$ cat src/rtl/acq_readout_sequencer.sv
// Arms a bank of acquisition channels, waits for every enabled buffer to fill,
// then reads a window of samples from each channel out over an AXI-Stream port.
module acq_readout_sequencer #(
    parameter int NCHAN           = 4,
    parameter int BUFFER_CAPACITY = 32768,
    parameter int READ_LATENCY    = 3
) (
    input  logic                 sysClk,
    input  logic                 sysReset_n,
    input  logic                 start,
    input  logic                 abort,
    input  logic [NCHAN-1:0]     chanEnable,
    input  logic [30:0]          readStart,
    input  logic [23:0]          readCount,
    input  logic [31:0]          timeoutLimit,
    output logic [31:0]          GPIO_OUT,
    output logic [NCHAN-1:0]     sysCsrStrobe,
    input  logic [32*NCHAN-1:0]  sysStatus,
    input  logic [32*NCHAN-1:0]  sysData,
    output logic [31:0]          m_tdata,
    output logic [2:0]           m_tuser,
    output logic                 m_tlast,
    output logic                 m_tvalid,
    input  logic                 m_tready,
    output logic                 busy,
    output logic                 done,
    output logic                 timedOut,
    output logic [2:0]           state
);

    typedef enum logic [2:0] {
        IDLE = 3'd0, ARM = 3'd1, WAIT_FULL = 3'd2, ADDR = 3'd3,
        LATENCY = 3'd4, OUTPUT = 3'd5, DISARM = 3'd6, DONE = 3'd7
    } seqState_t;

    localparam int          LW       = $clog2(READ_LATENCY + 1);
    localparam logic [LW-1:0] LAT_LAST = LW'(READ_LATENCY - 1);
    localparam logic [30:0] IDX_MASK = 31'(BUFFER_CAPACITY - 1);

    seqState_t        cur;
    logic [NCHAN-1:0] enLat;
    logic [30:0]      startLat;
    logic [23:0]      countLat;
    logic [31:0]      toLat;
    logic [31:0]      timer;
    logic [LW-1:0]    latCnt;
    logic [2:0]       chan;
    logic [30:0]      index;
    logic [23:0]      remaining;
    logic             toPending;

    logic             allFull;
    logic             hasNext;
    logic [2:0]       firstChan;
    logic [2:0]       nextChan;
    logic [31:0]      curData;
    logic [30:0]      idxInc;

    assign state  = cur;
    assign idxInc = (index + 31'd1) & IDX_MASK;

    function automatic logic [NCHAN-1:0] oneHot(input logic [2:0] c);
        return NCHAN'(1) << c;
    endfunction

    // Descending scan so the lowest qualifying channel wins.
    always_comb begin
        allFull   = 1'b1;
        hasNext   = 1'b0;
        firstChan = 3'd0;
        nextChan  = 3'd0;
        curData   = 32'd0;
        for (int i = NCHAN - 1; i >= 0; i--) begin
            if (enLat[i] && !sysStatus[32*i + 30]) allFull = 1'b0;
            if (enLat[i]) firstChan = 3'(i);
            if (enLat[i] && 3'(i) > chan) begin
                nextChan = 3'(i);
                hasNext  = 1'b1;
            end
            if (chan == 3'(i)) curData = sysData[32*i +: 32];
        end
    end

    always_ff @(posedge sysClk or negedge sysReset_n) begin
        if (!sysReset_n) begin
            cur          <= IDLE;
            GPIO_OUT     <= '0;
            sysCsrStrobe <= '0;
            m_tdata      <= '0;
            m_tuser      <= '0;
            m_tlast      <= 1'b0;
            m_tvalid     <= 1'b0;
            busy         <= 1'b0;
            done         <= 1'b0;
            timedOut     <= 1'b0;
            toPending    <= 1'b0;
            enLat        <= '0;
            startLat     <= '0;
            countLat     <= '0;
            toLat        <= '0;
            timer        <= '0;
            latCnt       <= '0;
            chan         <= '0;
            index        <= '0;
            remaining    <= '0;
        end else begin
            sysCsrStrobe <= '0;
            done         <= 1'b0;
            if (abort && cur != IDLE && cur != DISARM) begin
                cur          <= DISARM;
                m_tvalid     <= 1'b0;
                GPIO_OUT     <= 32'd0;
                sysCsrStrobe <= enLat;
            end else begin
                unique case (cur)
                    IDLE: if (start) begin
                        enLat <= chanEnable;
                        busy  <= 1'b1;
                        if (chanEnable != '0) begin
                            startLat     <= readStart;
                            countLat     <= readCount;
                            toLat        <= timeoutLimit;
                            timedOut     <= 1'b0;
                            toPending    <= 1'b0;
                            GPIO_OUT     <= 32'h8000_0000;
                            sysCsrStrobe <= chanEnable;
                            cur          <= ARM;
                        end else begin
                            cur <= DONE;
                        end
                    end
                    ARM: begin
                        timer <= '0;
                        cur   <= WAIT_FULL;
                    end
                    WAIT_FULL: begin
                        timer <= timer + 32'd1;
                        // Status may still show the previous fill right after arming.
                        if (timer >= 32'd2 && allFull) begin
                            if (countLat == '0) begin
                                cur <= DONE;
                            end else begin
                                chan         <= firstChan;
                                index        <= startLat;
                                remaining    <= countLat;
                                GPIO_OUT     <= {1'b0, startLat};
                                sysCsrStrobe <= oneHot(firstChan);
                                cur          <= ADDR;
                            end
                        end else if (toLat != '0 && timer == toLat) begin
                            timedOut     <= 1'b1;
                            toPending    <= 1'b1;
                            GPIO_OUT     <= 32'd0;
                            sysCsrStrobe <= enLat;
                            cur          <= DISARM;
                        end
                    end
                    ADDR: begin
                        latCnt <= '0;
                        cur    <= LATENCY;
                    end
                    LATENCY: begin
                        if (latCnt == LAT_LAST) begin
                            m_tdata  <= curData;
                            m_tuser  <= chan;
                            m_tlast  <= (remaining == 24'd1);
                            m_tvalid <= 1'b1;
                            cur      <= OUTPUT;
                        end else begin
                            latCnt <= latCnt + LW'(1);
                        end
                    end
                    OUTPUT: if (m_tready) begin
                        m_tvalid  <= 1'b0;
                        index     <= idxInc;
                        remaining <= remaining - 24'd1;
                        if (remaining != 24'd1) begin
                            GPIO_OUT     <= {1'b0, idxInc};
                            sysCsrStrobe <= oneHot(chan);
                            cur          <= ADDR;
                        end else if (hasNext) begin
                            chan         <= nextChan;
                            index        <= startLat;
                            remaining    <= countLat;
                            GPIO_OUT     <= {1'b0, startLat};
                            sysCsrStrobe <= oneHot(nextChan);
                            cur          <= ADDR;
                        end else begin
                            cur <= DONE;
                        end
                    end
                    DISARM: begin
                        done      <= toPending;
                        toPending <= 1'b0;
                        busy      <= 1'b0;
                        cur       <= IDLE;
                    end
                    DONE: begin
                        done <= 1'b1;
                        busy <= 1'b0;
                        cur  <= IDLE;
                    end
                endcase
            end
        end
    end

endmodule

$ cat config.mk
export PLATFORM = sky130hd
export DESIGN_NAME = acq_readout_sequencer
export DESIGN_NICKNAME = d
export VERILOG_FILES = /design/src/rtl/acq_readout_sequencer.sv
export SDC_FILE = /design/constraint.sdc
export NUM_CORES = 1
export LEC_CHECK = 0
export BUFFER_PORTS_ARGS = -buffer_cell sky130_fd_sc_hd__buf_4
export CAP_MARGIN = 20
export CORE_ASPECT_RATIO = 0.7
export CORE_MARGIN = 8
export CORE_UTILIZATION = 57
export CTS_BUF_LIST = sky130_fd_sc_hd__clkbuf_2 sky130_fd_sc_hd__clkbuf_4 sky130_fd_sc_hd__clkbuf_8
export DETAILED_ROUTE_END_ITERATION = 8
export PLACE_DENSITY = 0.93
export SYNTH_ARGS = -nofsm -noshare
export SYNTH_HDL_FRONTEND = slang
export SYNTH_SLANG_ARGS = --single-unit
$ cat constraint.sdc
create_clock -name sysClk -period 7.9 [get_ports sysClk]
set_clock_uncertainty 0.15 [all_clocks]
set_input_delay 1.185 -clock sysClk [delete_from_list [all_inputs] [get_ports sysClk]]
set_output_delay 1.185 -clock sysClk [all_outputs]
set_load 0.01 [all_outputs]
==> results.py, run 1 <==
metrics = {
    "sta": {
        "post-route-period-util": 0.496,
        "fmax_ghz": 0.255,
        "fin_tns_setup_ps": 0,
        "period_minus_slack_ps": 3920,
        "final-hold-violation-count": 0,
        "finalSetupViolations": 0,
        "drv_slew": 0,
        "slew_headroom": 0.202,
        "holdWs_ps": 334,
        "worst_pin_slew_ps": 1190,
        "grt_setup_unrepaired": "no",
    },
    "outcome": {
        "status": "completed",
    },
    "logic_synthesis": {
        "synthFlopType": "dfrtp_1",
        "synthTopCellsByArea": "dfrtp_1 (47%), mux2_2 (11%), mux4_2 (5.5%), xor2_1 (3.5%), mux2i_1 (3.0%)",
        "synth_edf_count": 0,
        "yosysUniqueCellTypes": 73,
        "syn_avg_cell_area_um2": 11.1,
        "synth_top_area_share": 0.467,
        "synth-seq-cells": 245,
        "async_flop_share": 1.00,
        "syn_inst": 1177,
        "ys_warn_count": 0,
        "synth_area_um2": 13100,
        "synth_nets": 1535,
        "post-synth-top-area-cell": "dfrtp_1",
        "ys_seq_area_frac": 0.467,
    },
    "clock_network": {
        "cts.hold.buffers_added": 0,
        "cts_resized": 0,
        "cts_tree": "yes",
        "clockBufferDepth": 3,
        "post-cts-setup-buffers": 0,
        "numCtsBuffers": 38,
        "clk_latency_ps": 530,
        "htree_num_levels": 2,
        "root_buffer": "clkbuf_8",
        "clk_pin_slew_worst_paths_ps": 70,
        "clock-sinks": 245,
    },
    "worst_setup_path": {
        "cp_max_fo": 44,
        "critPathLaunchType": "flop",
        "cp.required_ps": 8130,
        "endpoint_kind": "flop",
        "path_class": "flop to flop",
        "crit_arrival_ps": 4150,
    },
    "power_and_ir_drop": {
        "cellPowerDensity_nw_per_um2": 364,
        "combPwrFrac": 0.404,
        "leakage_nw": 7.34,
        "peakVddDrop_mv": 0.231,
        "p_clk_frac": 0.203,
        "power_switching_mw": 2.32,
        "power.share.sequential": 0.393,
        "switching_share": 0.387,
        "p_int_mw": 3.69,
    },
    "grt": {
        "grt_start_max_net_pins": 113,
        "grt_usage": 0.297,
        "antenna_found_initial": 4,
        "grt_pass1_vias": 11400,
        "grt_pass1_wl_um": 66400,
        "overflow": 0,
    },
    "final_layout": {
        "utilization": 0.730,
        "syn_to_final_growth_pct": 25.8,
        "final_cells": 1793,
        "nets": 1809,
        "drive_gt1_frac": 0.390,
    },
    "floorplanning": {
        "die_area_um2": 28200,
        "fp.dieH_um": 143,
        "ios": 431,
        "start_util": 0.580,
        "core_area_um2": 22600,
        "rows": 46,
        "dieWidth_um": 197,
    },
    "routing": {
        "wirelength_um": 43100,
        "drtPass1Iterations": 5,
        "post_drt_wl_per_cell_um": 24.0,
        "drt-initial-drc-count": 1373,
        "dr_total_vias": 11500,
        "vias_per_cell": 6.42,
        "drc_errors": 0,
        "antenna_left": 0,
    },
    "place": {
        "place.gp.congestion": 0.962,
        "dpl.cell_count": 1722,
        "place_hpwl_um": 31400,
        "port_buffers": 305,
    },
    "run": {
        "cap_violations": 0,
    },
    "worst_hold_path": {
        "min-delay-path-class": "flop to flop",
    },
}
-- power groups by stage --
stage	clock, mW	sequential, mW	combinational [mW]
final	1.22	2.36	2.43
after floorplan	0	2.16	1.68
after global placement	0	2.30	2.28
after CTS	1.23	2.34	2.40
after detailed placement	0	2.35	2.38
after global routing	1.29	2.42	2.61
-- synthesized netlist by cell type (5+ instances only) --
master,n
mux2_2,133
a2bb2oi_1,5
a21oi_1,22
o22ai_1,13
nor4_1,39
clkbuf_1,69
nor2_1,74
nor2b_1,11
nand3_1,29
ha_1,6
a211oi_1,6
buf_2,5
dfrtp_1,245
o31a_1,5
a32o_1,20
nand2_1,66
o2bb2ai_1,22
nand4_1,29
or2_2,5
o211ai_1,18
buf_1,5
nor3_1,28
inv_1,27
a31oi_1,12
or4_1,9
xor2_1,52
nand2b_1,7
or3_1,5
mux2i_1,39
mux4_2,32
and3_1,7
o21ai_0,42
xnor2_1,17
o31ai_1,5
-- worst max-delay path, stage by stage (launching register included) --
cell and delay, ps:
dfrtp_1 420, inv_1 110, ha_1 180, or4b_2 580, or4_1 520, o31a_1 290, buf_4 260, or2_2 390
buf_4 360, a211o_1 380, o2bb2ai_1 130
-- kinds of logic after synthesis --
| family | after synthesis | synth area share |
|---|---|---|
| buffers and inverters | 113 | 0.0354 |
| other | 1 | 0.000286 |
| XOR/XNOR | 69 | 0.0461 |
| adder cells (fa/ha/maj) | 6 | 0.00572 |
| flip-flops | 245 | 0.467 |
| AND/OR/NAND/NOR | 330 | 0.130 |
| AO/OA/AOI/OAI | 209 | 0.116 |
| multiplexers | 204 | 0.199 |
-- stage by stage --
step | area [µm²] | total power, mW | worst slack (ps)
final | 16500 | 6.01 | 3980
after detailed placement | 15600 | 4.73 | 3960
after floorplan | 13100 | 3.84 | 4650
after global placement | 15600 | 4.58 | 3990
after global routing | 16500 | 6.32 | 3840
after CTS | 16500 | 5.97 | 4070
-- final timing paths --
check	endpoint	start	slack [ps]	depth (start not counted)
max	index[13]	remaining[1]	3980	10
min	GPIO_OUT[31]	GPIO_OUT[31]	330	1
max reg2reg	index[13]	remaining[1]	3980	10
min reg2reg	GPIO_OUT[31]	GPIO_OUT[31]	330	1
max in group asynchronous	chan[0]	sysReset_n	5790	2
min in group asynchronous	countLat[21]	sysReset_n	560	1
-- placed cells by master (no fill, tap or decap), types with 4 or more instances in the layout --
master     Yosys  routed
buf_4          3     317
dfrtp_1      245     243
mux2_2       133     133
nor2_1        74      71
nand2_1       66      66
clkbuf_8       0      53
xor2_1        52      52
o21ai_0       42      42
mux2i_1       39      39
nor4_1        39      39
mux4_2        32      32
nand4_1       29      29
nor3_1        28      28
nand3_1       29      28
inv_1         27      27
a21oi_1       22      22
o2bb2ai_1     22      22
a32o_1        20      20
o211ai_1      18      18
xnor2_1       17      17
o22ai_1       13      13
a31oi_1       12      12
nor2b_1       11      11
or4_1          9       9
and3_1         7       7
nand2b_1       7       7
or2_2          5       6
a211oi_1       6       6
ha_1           6       6
diode_2        0       5
or3_1          5       5
o31a_1         5       5
a2bb2oi_1      5       5
clkbuf_4       0       5
and2_1         4       4
and4_1         4       4
a22oi_1        4       4
a211o_1        4       4
-- area by class of cell --
type / instances / area [µm²]
multi-input cells: 819 / 6560
flip-flops and latches: 245 / 6130
fillers: 1502 / 6120
repair buffers: 319 / 2420
clock buffers: 58 / 767
well taps: 312 / 390
clock inverters: 7 / 113
inverters: 28 / 105
diodes: 5 / 12.5
-- flip-flops by register name, summed over array words and instances, names as in the netlist, 2 cells and up --
register      count
GPIO_OUT         32
chan              2
countLat         24
enLat             4
index            15
latCnt            2
m_tdata          32
m_tuser           2
remaining        24
startLat         31
state             3
sysCsrStrobe      4
timer            32
toLat            32
-- routing by layer --
metal,part of all wire,up-vias,GRT usage
met1,0.39,5668,0.398
met2,0.46,787,0.468
met4,0.035,2,0.0916
met5,0.00030,-,0
li1,-,4942,-
met3,0.12,112,0.0797
No activity file was read; power rests on OpenSTA's default activity.
==> inputs of run 2 (changes only) <==
--- a/config.mk
+++ b/config.mk
@@ -9,10 +9,10 @@
 export CAP_MARGIN = 20
 export CORE_ASPECT_RATIO = 0.7
 export CORE_MARGIN = 8
-export CORE_UTILIZATION = 57
+export CORE_UTILIZATION = 53
 export CTS_BUF_LIST = sky130_fd_sc_hd__clkbuf_2 sky130_fd_sc_hd__clkbuf_4 sky130_fd_sc_hd__clkbuf_8
 export DETAILED_ROUTE_END_ITERATION = 8
-export PLACE_DENSITY = 0.93
+export PLACE_DENSITY = 0.87
 export SYNTH_ARGS = -nofsm -noshare
 export SYNTH_HDL_FRONTEND = slang
 export SYNTH_SLANG_ARGS = --single-unit
==> constraint.sdc (replaced) <==
create_clock -name sysClk -period 3.9 [get_ports sysClk]
set_clock_uncertainty 0.15 [all_clocks]
set_input_delay 0.585 -clock sysClk [delete_from_list [all_inputs] [get_ports sysClk]]
set_output_delay 0.585 -clock sysClk [all_outputs]
set_load 0.01 [all_outputs]
==> run 2 against run 1 <==
Effect of this change: cell area is 1.0% higher; hold slack worse by 240 ps; clock power up 89%; worst setup slack lost 3700 ps; utilization is 4.9 points lower; critical path depth decreased by 1.
==> results.py, run 2 (synthesized netlist as in run 1, its figures left out) <==
metrics = {
    "outcome": {
        "status": "completed",
    },
    "power_and_ir_drop": {
        "power.share.sequential": 0.386,
        "leakage_nw": 7.43,
        "p_clk_frac": 0.190,
        "cellPowerDensity_nw_per_um2": 726,
        "power_switching_mw": 4.71,
        "switching_share": 0.389,
        "combPwrFrac": 0.424,
        "peakVddDrop_mv": 0.410,
        "p_int_mw": 7.40,
    },
    "clock_network": {
        "numCtsBuffers": 39,
        "cts_resized": 0,
        "clock-sinks": 245,
        "clk_pin_slew_worst_paths_ps": 60,
        "cts_tree": "yes",
        "htree_num_levels": 2,
        "root_buffer": "clkbuf_8",
        "clockBufferDepth": 3,
        "clk_latency_ps": 560,
    },
    "sta": {
        "period_minus_slack_ps": 3610,
        "fmax_ghz": 0.277,
        "drv_slew": 0,
        "final-hold-violation-count": 0,
        "worst_pin_slew_ps": 703,
        "fin_tns_setup_ps": 0,
        "post-route-period-util": 0.926,
        "grt_setup_unrepaired": "no",
        "slew_headroom": 0.529,
        "finalSetupViolations": 0,
        "holdWs_ps": 95.8,
    },
    "worst_hold_path": {
        "min_from": "readCount[3]",
        "min-delay-path-class": "input port to flop",
        "holdPathEnd": "countLat[3]",
        "hold_path_depth": 3,
    },
    "floorplanning": {
        "die_area_um2": 30100,
        "start_util": 0.535,
        "core_area_um2": 24500,
        "dieWidth_um": 204,
        "rows": 48,
        "ios": 431,
        "fp.dieH_um": 148,
    },
    "worst_setup_path": {
        "critPathLaunchType": "flop",
        "endpoint_kind": "flop",
        "r2r_cells": 9,
        "crit_arrival_ps": 3860,
        "timing.rr.end": "index[5]",
        "ff2ff_setup_slack_ps": 290,
        "path_class": "flop to flop",
        "cp.required_ps": 4150,
        "cp_max_fo": 26,
        "r2r-start": "remaining[1]",
    },
    "final_layout": {
        "layout_commonest_cell": "buf_4",
        "final_cell_mix": "buf_4 (332), dfrtp_1 (243), mux2_2 (133)",
        "n_fill_cell": 1858,
        "nets": 1831,
        "regArea_um2": 6130,
        "final_cells": 1830,
        "drive_gt1_frac": 0.398,
        "multi_input_area_um2": 6560,
        "syn_to_final_growth_pct": 27.1,
    },
    "place": {
        "port_buffers": 305,
        "place_hpwl_um": 31800,
        "dpl.cell_count": 1755,
        "place.gp.congestion": 0.972,
    },
    "routing": {
        "dr_total_vias": 11300,
        "drtPass1Iterations": 6,
        "antenna_left": 0,
        "vias_per_cell": 6.20,
        "wirelength_um": 42700,
        "drc_errors": 0,
        "drt-initial-drc-count": 1142,
        "post_drt_wl_per_cell_um": 23.3,
    },
    "grt": {
        "grt_usage": 0.277,
        "grt_pass1_wl_um": 66300,
        "grt_pass1_vias": 11400,
        "overflow": 0,
        "antenna_found_initial": 7,
        "grt_start_max_net_pins": 83,
    },
    "run": {
        "cap_violations": 0,
    },
}
run 2: metal layers:
| layer | vias to the layer above | track usage | share of wire |
|---|---|---|---|
| met5 | - | 0 | 0 |
| met4 | 0 | 0.113 | 0.038 |
| met3 | 87 | 0.0689 | 0.10 |
| met2 | 648 | 0.424 | 0.46 |
| met1 | 5616 | 0.375 | 0.41 |
| li1 | 4993 | - | - |
run 2: how the worst max path moves through the flow:
stage / startpoint / end / cells after the start
after detailed placement: remaining[1] / index[5] / 9
final: remaining[1] / index[5] / 9
after floorplan: remaining[1] / chan[1] / 11
after global placement: remaining[1] / index[5] / 9
after global routing: remaining[1] / GPIO_OUT[4] / 8
after CTS: remaining[1] / index[5] / 9
run 2: worst max-delay path: stages (launching register included):
cell       delay, ps
dfrtp_1          410
inv_1             90
ha_1             180
or4b_2           580
or4_1            510
o31a_1           290
or2_2            550
buf_12           290
a211o_1          270
o2bb2ai_1        120
run 2: through the flow:
stage          total power [mW]  utilization  area (µm²)  setup slack [ps]
5_1_grt                    12.8        0.680       16700               180
2_1_floorplan              7.77            -       13100               883
4_1_cts                    12.0        0.679       16600               347
3_5_place_dp               9.69        0.645       15800               390
6_report                   12.1        0.680       16700               289
3_3_place_gp               9.43        0.645       15800               478
run 2: repair_timing:
item	in CTS	in global routing
hold endpoints to repair	79	0
buffers inserted	0	0
hold buffers	1	0
run 2: layout make-up:
cell class,count,area share
antenna,7,0.00105
clock buffer,59,0.0457
clock inverter,7,0.00263
inverter,28,0.00630
multi-input combinational,819,0.393
sequential,245,0.368
tap,325,0.0244
timing repair buffer,340,0.159
run 2: power by group through the flow:
stage | clock, mW | sequential, mW | combinational (mW)
after floorplan | 0 | 4.37 | 3.40
after global placement | 0 | 4.57 | 4.86
after detailed placement | 0 | 4.66 | 5.03
after CTS | 2.33 | 4.63 | 5.06
after global routing | 2.45 | 4.79 | 5.55
final | 2.30 | 4.67 | 5.13
==> inputs of run 3 (changes only) <==
--- a/config.mk
+++ b/config.mk
@@ -7,9 +7,11 @@
 export LEC_CHECK = 0
 export BUFFER_PORTS_ARGS = -buffer_cell sky130_fd_sc_hd__buf_4
 export CAP_MARGIN = 20
+export CELL_PAD_IN_SITES_DETAIL_PLACEMENT = 1
+export CELL_PAD_IN_SITES_GLOBAL_PLACEMENT = 2
 export CORE_ASPECT_RATIO = 0.7
 export CORE_MARGIN = 8
-export CORE_UTILIZATION = 53
+export CORE_UTILIZATION = 33
 export CTS_BUF_LIST = sky130_fd_sc_hd__clkbuf_2 sky130_fd_sc_hd__clkbuf_4 sky130_fd_sc_hd__clkbuf_8
 export DETAILED_ROUTE_END_ITERATION = 8
 export PLACE_DENSITY = 0.87
==> run 3 against run 2 <==
Effect of this change: worst setup slack better by 9.8 ps; via count is 1.5% lower; critical endpoint is now GPIO_OUT[4]; cell count is 12% higher; largest cell class unchanged; largest power group unchanged; critical path type unchanged; total power is 3.3% higher.
==> results.py, run 3 (synthesized netlist as in run 1, its figures left out) <==
metrics = {
    "routing": {
        "vias_per_cell": 5.44,
        "antenna_left": 0,
        "wirelength_um": 47900,
        "drtPass1Iterations": 5,
        "dr_total_vias": 11200,
        "post_drt_wl_per_cell_um": 23.3,
        "drt-initial-drc-count": 768,
        "drc_errors": 0,
    },
    "sta": {
        "drv_slew": 0,
        "final-hold-violation-count": 0,
        "post-route-period-util": 0.923,
        "finalSetupViolations": 0,
        "grt_setup_unrepaired": "no",
        "fmax_ghz": 0.278,
        "worst_pin_slew_ps": 825,
        "fin_ws_ps": 299,
        "fin_tns_setup_ps": 0,
        "period_minus_slack_ps": 3600,
        "holdWs_ps": 88.7,
        "slew_headroom": 0.450,
    },
    "worst_setup_path": {
        "critPathLaunchType": "flop",
        "cp_max_fo": 13,
        "ff2ff_setup_slack_ps": 300,
        "path_class": "flop to flop",
        "cp.required_ps": 4260,
        "crit_arrival_ps": 3960,
        "endpoint_kind": "flop",
    },
    "grt": {
        "antenna_found_initial": 5,
        "grt_usage": 0.200,
        "overflow": 0,
        "grt_pass1_wl_um": 73100,
        "grt_pass1_vias": 11900,
        "grt_start_max_net_pins": 94,
    },
    "place": {
        "place.gp.congestion": 0.904,
        "post-place-ws_ps": 385,
        "place_hpwl_um": 35300,
        "port_buffers": 305,
    },
    "run": {
        "cap_violations": 0,
    },
    "power_and_ir_drop": {
        "cellPowerDensity_nw_per_um2": 732,
        "peakVddDrop_mv": 0.244,
        "p_total_mw": 12.5,
        "leakage_nw": 7.53,
    },
    "clock_network": {
        "post-cts-setup-buffers": 0,
        "clockBufferDepth": 3,
        "clk_latency_ps": 580,
        "cts_resized": 0,
        "clock-sinks": 245,
        "root_buffer": "clkbuf_8",
        "numCtsBuffers": 45,
        "htree_num_levels": 2,
        "clk_pin_slew_worst_paths_ps": 60,
        "cts_tree": "yes",
    },
    "floorplanning": {
        "rows": 61,
        "fp.dieH_um": 183,
        "core_area_um2": 39500,
        "ios": 431,
        "dieWidth_um": 254,
        "start_util": 0.332,
        "die_area_um2": 46500,
    },
    "final_layout": {
        "final_cell_mix": "buf_4 (339), dfrtp_1 (243), mux2_2 (133)",
        "syn_to_final_growth_pct": 30.2,
        "layout_commonest_cell": "buf_4",
        "utilization": 0.433,
        "nets": 1842,
        "drive_gt1_frac": 0.405,
    },
    "worst_hold_path": {
        "min-delay-path-class": "input port to flop",
    },
    "outcome": {
        "status": "completed",
    },
}
[run 3: cell count changes in the layout (fill, tap and decap cells not counted), moves of 2 or more]
cell / before / now
clkbuf_8: 51 / 56
clkinvlp_4: 2 / 0
buf_4: 332 / 339
clkbuf_4: 8 / 13
clkinv_2: 4 / 7
buf_12: 5 / 3
diode_2: 7 / 4
[run 3: timing repair]
item,CTS,global route
setup endpoints to repair,0,0
hold endpoints to repair,89,0
hold buffers,1,0
[run 3: worst paths after layout]
kind | startpoint | endpoint | cells after the start
setup / recovery | remaining[1] | GPIO_OUT[4] | 8
hold / removal | timeoutLimit[0] | toLat[0] | 2
setup reg to reg | remaining[1] | GPIO_OUT[4] | 8
hold reg to reg | GPIO_OUT[31] | GPIO_OUT[31] | 1
max in group asynchronous | sysReset_n | chan[0] | 3
min in group asynchronous | sysReset_n | countLat[13] | 2
[run 3: critical path: stages, from the launching register on]
cell and delay (ps):
dfrtp_1 410, inv_1 100, ha_1 180, or4b_2 590
or4_1 490, nor4_1 440, a32o_1 650, a32o_1 330
mux2_2 190
[run 3: area by class of cell]
type                    count  area, µm²
diodes                      4       10.0
clock buffers              69        868
clock inverters            10       85.1
fillers                  4324      22400
inverters                  28        105
multi-input cells         819       6570
flip-flops and latches    245       6130
well taps                 535        669
repair buffers            345       2650
[run 3: routing by layer]
layer  share of wire  track usage
met1            0.44        0.268
met2            0.47        0.318
met3           0.068       0.0458
met4           0.025       0.0651
met5         0.00015            0
[run 3: stage by stage]
step / instances / area, µm²
after floorplan: 1177 / 13100
after global placement: 1970 / 16100
after detailed placement: 1970 / 16100
after CTS: 2050 / 17100
after global routing: 2055 / 17100
final: 2055 / 17100
[run 3: where the power goes]
part | leakage (nW) | internal [mW] | switching (mW)
Combinational | 3.92 | 2.56 | 2.67
Sequential | 3.10 | 3.58 | 1.06
Clock | 0.515 | 1.49 | 1.15
